### src/rtl/axi2iob.sv
// AXI4 slave to native (IOb) master bridge: one burst at a time, each AXI beat
// replayed as a single native access; unsupported bursts answered with SLVERR.
module axi2iob #(
  parameter int ADDR_W    = 32,
  parameter int DATA_W    = 32,
  parameter int AXI_ID_W  = 1,
  parameter int AXI_LEN_W = 8
) (
  input  logic                  clk,
  input  logic                  rst,
  // write address
  input  logic [AXI_ID_W-1:0]   s_awid,
  input  logic [ADDR_W-1:0]     s_awaddr,
  input  logic [AXI_LEN_W-1:0]  s_awlen,
  input  logic [2:0]            s_awsize,
  input  logic [1:0]            s_awburst,
  input  logic                  s_awvalid,
  output logic                  s_awready,
  // write data
  input  logic [DATA_W-1:0]     s_wdata,
  input  logic [DATA_W/8-1:0]   s_wstrb,
  input  logic                  s_wlast,
  input  logic                  s_wvalid,
  output logic                  s_wready,
  // write response
  output logic [AXI_ID_W-1:0]   s_bid,
  output logic [1:0]            s_bresp,
  output logic                  s_bvalid,
  input  logic                  s_bready,
  // read address
  input  logic [AXI_ID_W-1:0]   s_arid,
  input  logic [ADDR_W-1:0]     s_araddr,
  input  logic [AXI_LEN_W-1:0]  s_arlen,
  input  logic [2:0]            s_arsize,
  input  logic [1:0]            s_arburst,
  input  logic                  s_arvalid,
  output logic                  s_arready,
  // read data
  output logic [AXI_ID_W-1:0]   s_rid,
  output logic [DATA_W-1:0]     s_rdata,
  output logic [1:0]            s_rresp,
  output logic                  s_rlast,
  output logic                  s_rvalid,
  input  logic                  s_rready,
  // native master
  output logic                  m_valid,
  output logic [ADDR_W-1:0]     m_addr,
  output logic [DATA_W-1:0]     m_wdata,
  output logic [DATA_W/8-1:0]   m_wstrb,
  input  logic [DATA_W-1:0]     m_rdata,
  input  logic                  m_ready
);

  localparam int                STRB_W      = DATA_W / 8;
  localparam logic [2:0]        SIZE_OK     = 3'($clog2(STRB_W));
  localparam logic [ADDR_W-1:0] STEP        = ADDR_W'(STRB_W);
  localparam logic [1:0]        BURST_FIXED = 2'b00;
  localparam logic [1:0]        RESP_OKAY   = 2'b00;
  localparam logic [1:0]        RESP_SLVERR = 2'b10;

  typedef enum logic [1:0] {IDLE, WR_DATA, WR_RESP, RD_DATA} state_e;

  state_e                state_q, state_d;
  logic [ADDR_W-1:0]     addr_q, addr_d;
  logic [AXI_LEN_W-1:0]  cnt_q, cnt_d;
  logic                  fixed_q, fixed_d;
  logic                  err_q, err_d;
  logic                  last_q, last_d;
  logic                  m_valid_q, m_valid_d;
  logic [ADDR_W-1:0]     m_addr_q, m_addr_d;
  logic [DATA_W-1:0]     m_wdata_q, m_wdata_d;
  logic [STRB_W-1:0]     m_wstrb_q, m_wstrb_d;
  logic                  bvalid_q, bvalid_d;
  logic [AXI_ID_W-1:0]   bid_q, bid_d;
  logic [1:0]            bresp_q, bresp_d;
  logic                  rvalid_q, rvalid_d;
  logic [AXI_ID_W-1:0]   rid_q, rid_d;
  logic [DATA_W-1:0]     rdata_q, rdata_d;
  logic [1:0]            rresp_q, rresp_d;
  logic                  rlast_q, rlast_d;

  logic                  aw_hs, ar_hs, w_hs, r_hs, b_hs, nat_done, r_more;
  logic [ADDR_W-1:0]     addr_inc;

  function automatic logic bad_burst(input logic [1:0] burst, input logic [2:0] size);
    return burst[1] | (size != SIZE_OK);
  endfunction

  // Address channels only open in IDLE; writes take priority over reads.
  assign s_awready = (state_q == IDLE) & ~rst;
  assign s_arready = (state_q == IDLE) & ~rst & ~s_awvalid;
  assign s_wready  = (state_q == WR_DATA) & ~m_valid_q;

  assign aw_hs    = s_awvalid & s_awready;
  assign ar_hs    = s_arvalid & s_arready;
  assign w_hs     = s_wvalid & s_wready;
  assign r_hs     = rvalid_q & s_rready;
  assign b_hs     = bvalid_q & s_bready;
  assign nat_done = m_valid_q & m_ready;
  assign addr_inc = fixed_q ? addr_q : addr_q + STEP;
  // A new read beat may start once the R register is free or being drained mid-burst.
  assign r_more   = ~rvalid_q | (s_rready & ~rlast_q);

  always_comb begin
    // NOTE: every _d defaults to its _q first, so no path through this block infers a latch.
    state_d   = state_q;
    addr_d    = addr_q;
    cnt_d     = cnt_q;
    fixed_d   = fixed_q;
    err_d     = err_q;
    last_d    = last_q;
    m_valid_d = m_valid_q;
    m_addr_d  = m_addr_q;
    m_wdata_d = m_wdata_q;
    m_wstrb_d = m_wstrb_q;
    bvalid_d  = bvalid_q;
    bid_d     = bid_q;
    bresp_d   = bresp_q;
    rvalid_d  = rvalid_q;
    rid_d     = rid_q;
    rdata_d   = rdata_q;
    rresp_d   = rresp_q;
    rlast_d   = rlast_q;

    if (nat_done) m_valid_d = 1'b0;

    unique case (state_q)
      IDLE: begin
        if (aw_hs) begin
          state_d = WR_DATA;
          addr_d  = s_awaddr;
          cnt_d   = s_awlen;
          fixed_d = (s_awburst == BURST_FIXED);
          err_d   = bad_burst(s_awburst, s_awsize);
          bid_d   = s_awid;
          last_d  = 1'b0;
        end else if (ar_hs) begin
          state_d = RD_DATA;
          cnt_d   = s_arlen;
          fixed_d = (s_arburst == BURST_FIXED);
          err_d   = bad_burst(s_arburst, s_arsize);
          rid_d   = s_arid;
          addr_d  = s_araddr;
          if (!bad_burst(s_arburst, s_arsize)) begin
            m_valid_d = 1'b1;
            m_addr_d  = s_araddr;
            m_wdata_d = '0;
            m_wstrb_d = '0;
            addr_d    = (s_arburst == BURST_FIXED) ? s_araddr : s_araddr + STEP;
          end
        end
      end

      WR_DATA: begin
        if (w_hs) begin
          if (s_wlast != (cnt_q == '0)) err_d = 1'b1;
          if (!err_q && |s_wstrb) begin
            m_valid_d = 1'b1;
            m_addr_d  = addr_q;
            m_wdata_d = s_wdata;
            m_wstrb_d = s_wstrb;
          end
          if (cnt_q == '0) begin
            if (!err_q && |s_wstrb) begin
              last_d = 1'b1;
            end else begin
              state_d  = WR_RESP;
              bvalid_d = 1'b1;
              bresp_d  = err_d ? RESP_SLVERR : RESP_OKAY;
            end
          end else begin
            cnt_d  = cnt_q - AXI_LEN_W'(1);
            addr_d = addr_inc;
          end
        end
        // Last beat went out natively: respond once the slave has taken it.
        if (nat_done && last_q) begin
          state_d  = WR_RESP;
          last_d   = 1'b0;
          bvalid_d = 1'b1;
          bresp_d  = err_q ? RESP_SLVERR : RESP_OKAY;
        end
      end

      WR_RESP: begin
        if (b_hs) begin
          bvalid_d = 1'b0;
          state_d  = IDLE;
          err_d    = 1'b0;
        end
      end

      RD_DATA: begin
        if (r_hs) begin
          rvalid_d = 1'b0;
          if (rlast_q) begin
            state_d = IDLE;
            err_d   = 1'b0;
          end else begin
            cnt_d = cnt_q - AXI_LEN_W'(1);
          end
        end
        if (err_q) begin
          if (r_more) begin
            rvalid_d = 1'b1;
            rdata_d  = '0;
            rresp_d  = RESP_SLVERR;
            rlast_d  = (cnt_d == '0);
          end
        end else if (nat_done) begin
          rvalid_d = 1'b1;
          rdata_d  = m_rdata;
          rresp_d  = RESP_OKAY;
          rlast_d  = (cnt_q == '0);
        end else if (!m_valid_q && r_more) begin
          m_valid_d = 1'b1;
          m_addr_d  = addr_q;
          m_wdata_d = '0;
          m_wstrb_d = '0;
          addr_d    = addr_inc;
        end
      end

      default: state_d = IDLE;
    endcase
  end

  // NOTE: sequential state uses non-blocking assignments only, so all registers update together.
  always_ff @(posedge clk or posedge rst) begin
    if (rst) begin
      state_q   <= IDLE;
      addr_q    <= '0;
      cnt_q     <= '0;
      fixed_q   <= 1'b0;
      err_q     <= 1'b0;
      last_q    <= 1'b0;
      m_valid_q <= 1'b0;
      m_addr_q  <= '0;
      m_wdata_q <= '0;
      m_wstrb_q <= '0;
      bvalid_q  <= 1'b0;
      bid_q     <= '0;
      bresp_q   <= '0;
      rvalid_q  <= 1'b0;
      rid_q     <= '0;
      rdata_q   <= '0;
      rresp_q   <= '0;
      rlast_q   <= 1'b0;
    end else begin
      state_q   <= state_d;
      addr_q    <= addr_d;
      cnt_q     <= cnt_d;
      fixed_q   <= fixed_d;
      err_q     <= err_d;
      last_q    <= last_d;
      m_valid_q <= m_valid_d;
      m_addr_q  <= m_addr_d;
      m_wdata_q <= m_wdata_d;
      m_wstrb_q <= m_wstrb_d;
      bvalid_q  <= bvalid_d;
      bid_q     <= bid_d;
      bresp_q   <= bresp_d;
      rvalid_q  <= rvalid_d;
      rid_q     <= rid_d;
      rdata_q   <= rdata_d;
      rresp_q   <= rresp_d;
      rlast_q   <= rlast_d;
    end
  end

  assign m_valid  = m_valid_q;
  assign m_addr   = m_addr_q;
  assign m_wdata  = m_wdata_q;
  assign m_wstrb  = m_wstrb_q;
  assign s_bvalid = bvalid_q;
  assign s_bid    = bid_q;
  assign s_bresp  = bresp_q;
  assign s_rvalid = rvalid_q;
  assign s_rid    = rid_q;
  assign s_rdata  = rdata_q;
  assign s_rresp  = rresp_q;
  assign s_rlast  = rlast_q;

endmodule

### config.mk
export PLATFORM = sky130hd
export DESIGN_NAME = axi2iob
export DESIGN_NICKNAME = d
export VERILOG_FILES = /design/src/rtl/axi2iob.sv
export SDC_FILE = /design/constraint.sdc
export NUM_CORES = 1
export LEC_CHECK = 0
export BUFFER_PORTS_ARGS = -buffer_cell sky130_fd_sc_hd__buf_4
export CELL_PAD_IN_SITES_DETAIL_PLACEMENT = 0
export CELL_PAD_IN_SITES_GLOBAL_PLACEMENT = 1
export CORE_MARGIN = 3
export CORE_UTILIZATION = 30
export CTS_BUF_LIST = sky130_fd_sc_hd__clkbuf_8
export DETAILED_ROUTE_END_ITERATION = 8
export PLACE_DENSITY = 0.64
export SLEW_MARGIN = 5
export SYNTH_ARGS = -nofsm -noshare
export SYNTH_HDL_FRONTEND = slang
export SYNTH_SLANG_ARGS = --single-unit
export TNS_END_PERCENT = 100
### constraint.sdc
create_clock -name clk -period 6.2 [get_ports clk]
set_input_delay 0.62 -clock clk [delete_from_list [all_inputs] [get_ports clk]]
set_output_delay 0.62 -clock clk [all_outputs]
set_load 0.02 [all_outputs]
==> flow_metrics.tcl <==
set metrics [dict create \
    cp_cell_sequence "inv_1 -> ha_2 -> buf_4 -> or2_2 -> buf_4 -> nand2_1 -> nor4_1 -> a21oi_1 -> o221ai_1" \
    ys_ff_latch 153 \
    fin_setup_tns_ps 0 \
    place_congestion 0.825 \
    overflow 0 \
    tightestPinTransition_ps 1130 \
    synth_cell_types 77 \
    netlist_area_um2 8610 \
    clk_path_buf_depth 2 \
    cts_hold_buffers 0 \
    synthTopCellsByCount "nand2_1, dfrtp_1, o21ai_1" \
    drc 0 \
    drt-initial-drc-count 504 \
    diodes 0 \
    clk_pin_slew_ps 120 \
    rsz0062_at_grt "false" \
    critical_path_class "register to register" \
    fp.dieArea_um2 30800 \
    clock_latency_ps 470 \
    synth_area_leaders "dfrtp_1, nand2_1, mux2i_1" \
    netlist_instances 973 \
    initial_utilization 0.307 \
    grt_busiest_layer "met2" \
    crit_required_ps 6590 \
    vdd_drop_max_mv 0.102 \
    yosysTopAreaCell "dfrtp_1" \
    path_delay_family "simple AND/OR/NAND/NOR gates" \
    power_density_nw_per_um2 176 \
    use_met3 0.0473 \
    finalClockSkew_ps 23.0 \
    antenna_found_initial 0 \
    synth_top_area_share 0.445 \
    portBuffers 279 \
    synthAdderAreaFrac 0.0131 \
    synth_warnings 0 \
    grt_util_all_layers 0.201 \
    critPathSlowestCell "or2_2" \
    setup-violations-final 0 \
    postLayoutCoreUtil 0.408 \
    synth_compound_area_frac 0.216 \
    fin_nets 1398 \
    h-tree-depth 4 \
    drv_slew 0 \
    worstSetupStartpointType "register" \
    place_area_um2 11000 \
    cp_common_cell "buf_4" \
    hold_viol 0 \
    outcome "finished clean" \
    period_minus_slack_ps 3480 \
    syn2layout_area_growth_pct 32.7 \
    cts_setup_buffers 0 \
    fin_area_um2 11400 \
    grtUsageMet2 0.320 \
    p_leak_uw 0.00525 \
    maxCapViolCount 0 \
    yosys.area_share.simple 0.206 \
    vias 8290 \
    async_reset_ff_frac 1.00 \
    syn_area_per_cell_um2 8.85 \
    rows 61 \
    cts-resized-gates 0 \
    core-area_um2 28000 \
    yosysSeqAreaShare 0.445 \
    ant_nets 0 \
    cts_sinks 153 \
    crit_start "state_q[1]" \
    die_height_um 175 \
    synth_mux_area_frac 0.0526 \
    hold_start "s_awid" \
    grt_max_degree 111 \
    endpoint_kind "register" \
    fp.dieW_um 175 \
    wl_um 31200 \
    fin_crit_sh 0.561 \
    ys.flop_type "dfrtp_1" \
    synth_xor_area_frac 0.0275 \
    viasPerCell 5.15 \
    io_pins 282 \
    drive_above_1_share 0.281 \
    grt_pass1_wl_um 48700 \
    routedWlPerCell_um 19.4 \
    worst_hold_path_type "primary input to register" \
    dp_hpwl_um 22600 \
    r2r_start "state_q[1]" \
    synthMostInstantiatedCell "nand2_1" \
    fmax_mhz 287 \
    cts_buffers 17 \
    cp_max_fo 50 \
    cts_tree "done" \
    grt_pass1_vias 8404 \
    use_met1 0.275 \
    synth-edff-count 0 \
    slew_headroom 0.249 \
    cp.arrival_ps 3860 \
    root_buffer "clkbuf_8" \
    path_buf_inv 3 \
    synth_top_family_by_area "compound AO/OA/AOI/OAI gates" \
    first_pass_iters 5 \
    slowest_delay_ps 860 \
]
-- metal layers --
layer / vias up / part of all wire
met2: 301 / 0.47
met1: 3934 / 0.45
met5: - / 0
met4: 0 / 0.016
met3: 32 / 0.067
li1: 4023 / -
-- path summary, 6_finish.rpt --
path	depth (start not counted)	slack (ps)	end
hold / removal	3	350	s_bid
max in group asynchronous	3	4490	addr_q[14]
setup / recovery	9	2720	addr_q[21]
setup reg to reg	9	2720	addr_q[21]
hold reg to reg	2	490	addr_q[0]
min in group asynchronous	2	420	m_addr[15]
-- cell type report --
cell class	count	area, um2
Timing Repair Buffer	292	2190
Sequential cell	153	3830
Multi-Input combinational cell	741	4460
Inverter	15	61.3
Clock inverter	15	178
Tap cell	378	473
Fill cell	2915	16600
Clock buffer	17	234
-- stage by stage --
stage | total power (uW) | hold slack [ps] | std cells | worst slack, ps
6_report | 2010 | 351 | 1611 | 2720
5_1_grt | 2110 | 322 | 1611 | 2420
4_1_cts | 2050 | 320 | 1611 | 2690
3_5_place_dp | 1230 | 467 | 1579 | 2630
3_3_place_gp | 1230 | 459 | 1579 | 2720
2_1_floorplan | 1100 | 448 | 974 | 1460
-- registers in the layout (all words and copies together), names as in the netlist, 2 cells and up --
name,cells
addr_q,32
cnt_q,8
s_rdata,32
m_wstrb,4
state_q,2
m_wdata,32
m_addr,32
-- cells in the final DEF (no fill, tap or decap), types with 5 or more instances in the layout --
master / instances
nor4_1: 5
nor2_1: 53
a22o_1: 35
o31ai_1: 11
dfrtp_1: 153
nor3_1: 22
o21ai_0: 34
o211ai_1: 5
xnor2_1: 16
xor2_1: 11
inv_1: 13
o22ai_1: 7
o22a_1: 7
a31oi_1: 6
nand3_1: 35
o21ai_1: 78
nand4_1: 21
clkbuf_8: 17
mux2i_1: 43
and3_1: 5
a21oi_1: 56
and4_1: 7
nand2_1: 179
inv_8: 7
buf_4: 292
ha_1: 8
-- kinds of logic after synthesis --
| logic type | Yosys count |
|---|---|
| compound gates | 290 |
| mux | 45 |
| fa+ha+maj | 9 |
| simple gates | 368 |
| other cells | 1 |
| buf+inv | 80 |
| xor+xnor | 27 |
| flops | 153 |
-- tightest hold or removal path: stages --
cell     delay (ps)
buf_4            80
nand2_1          40
nand2_1          40
-- power breakdown --
group	internal (uW)	switching, uW
combinational	101	95.6
clock	311	491
sequential	1010	7.81
total	1420	595
Power figures use the tool's default switching activity.
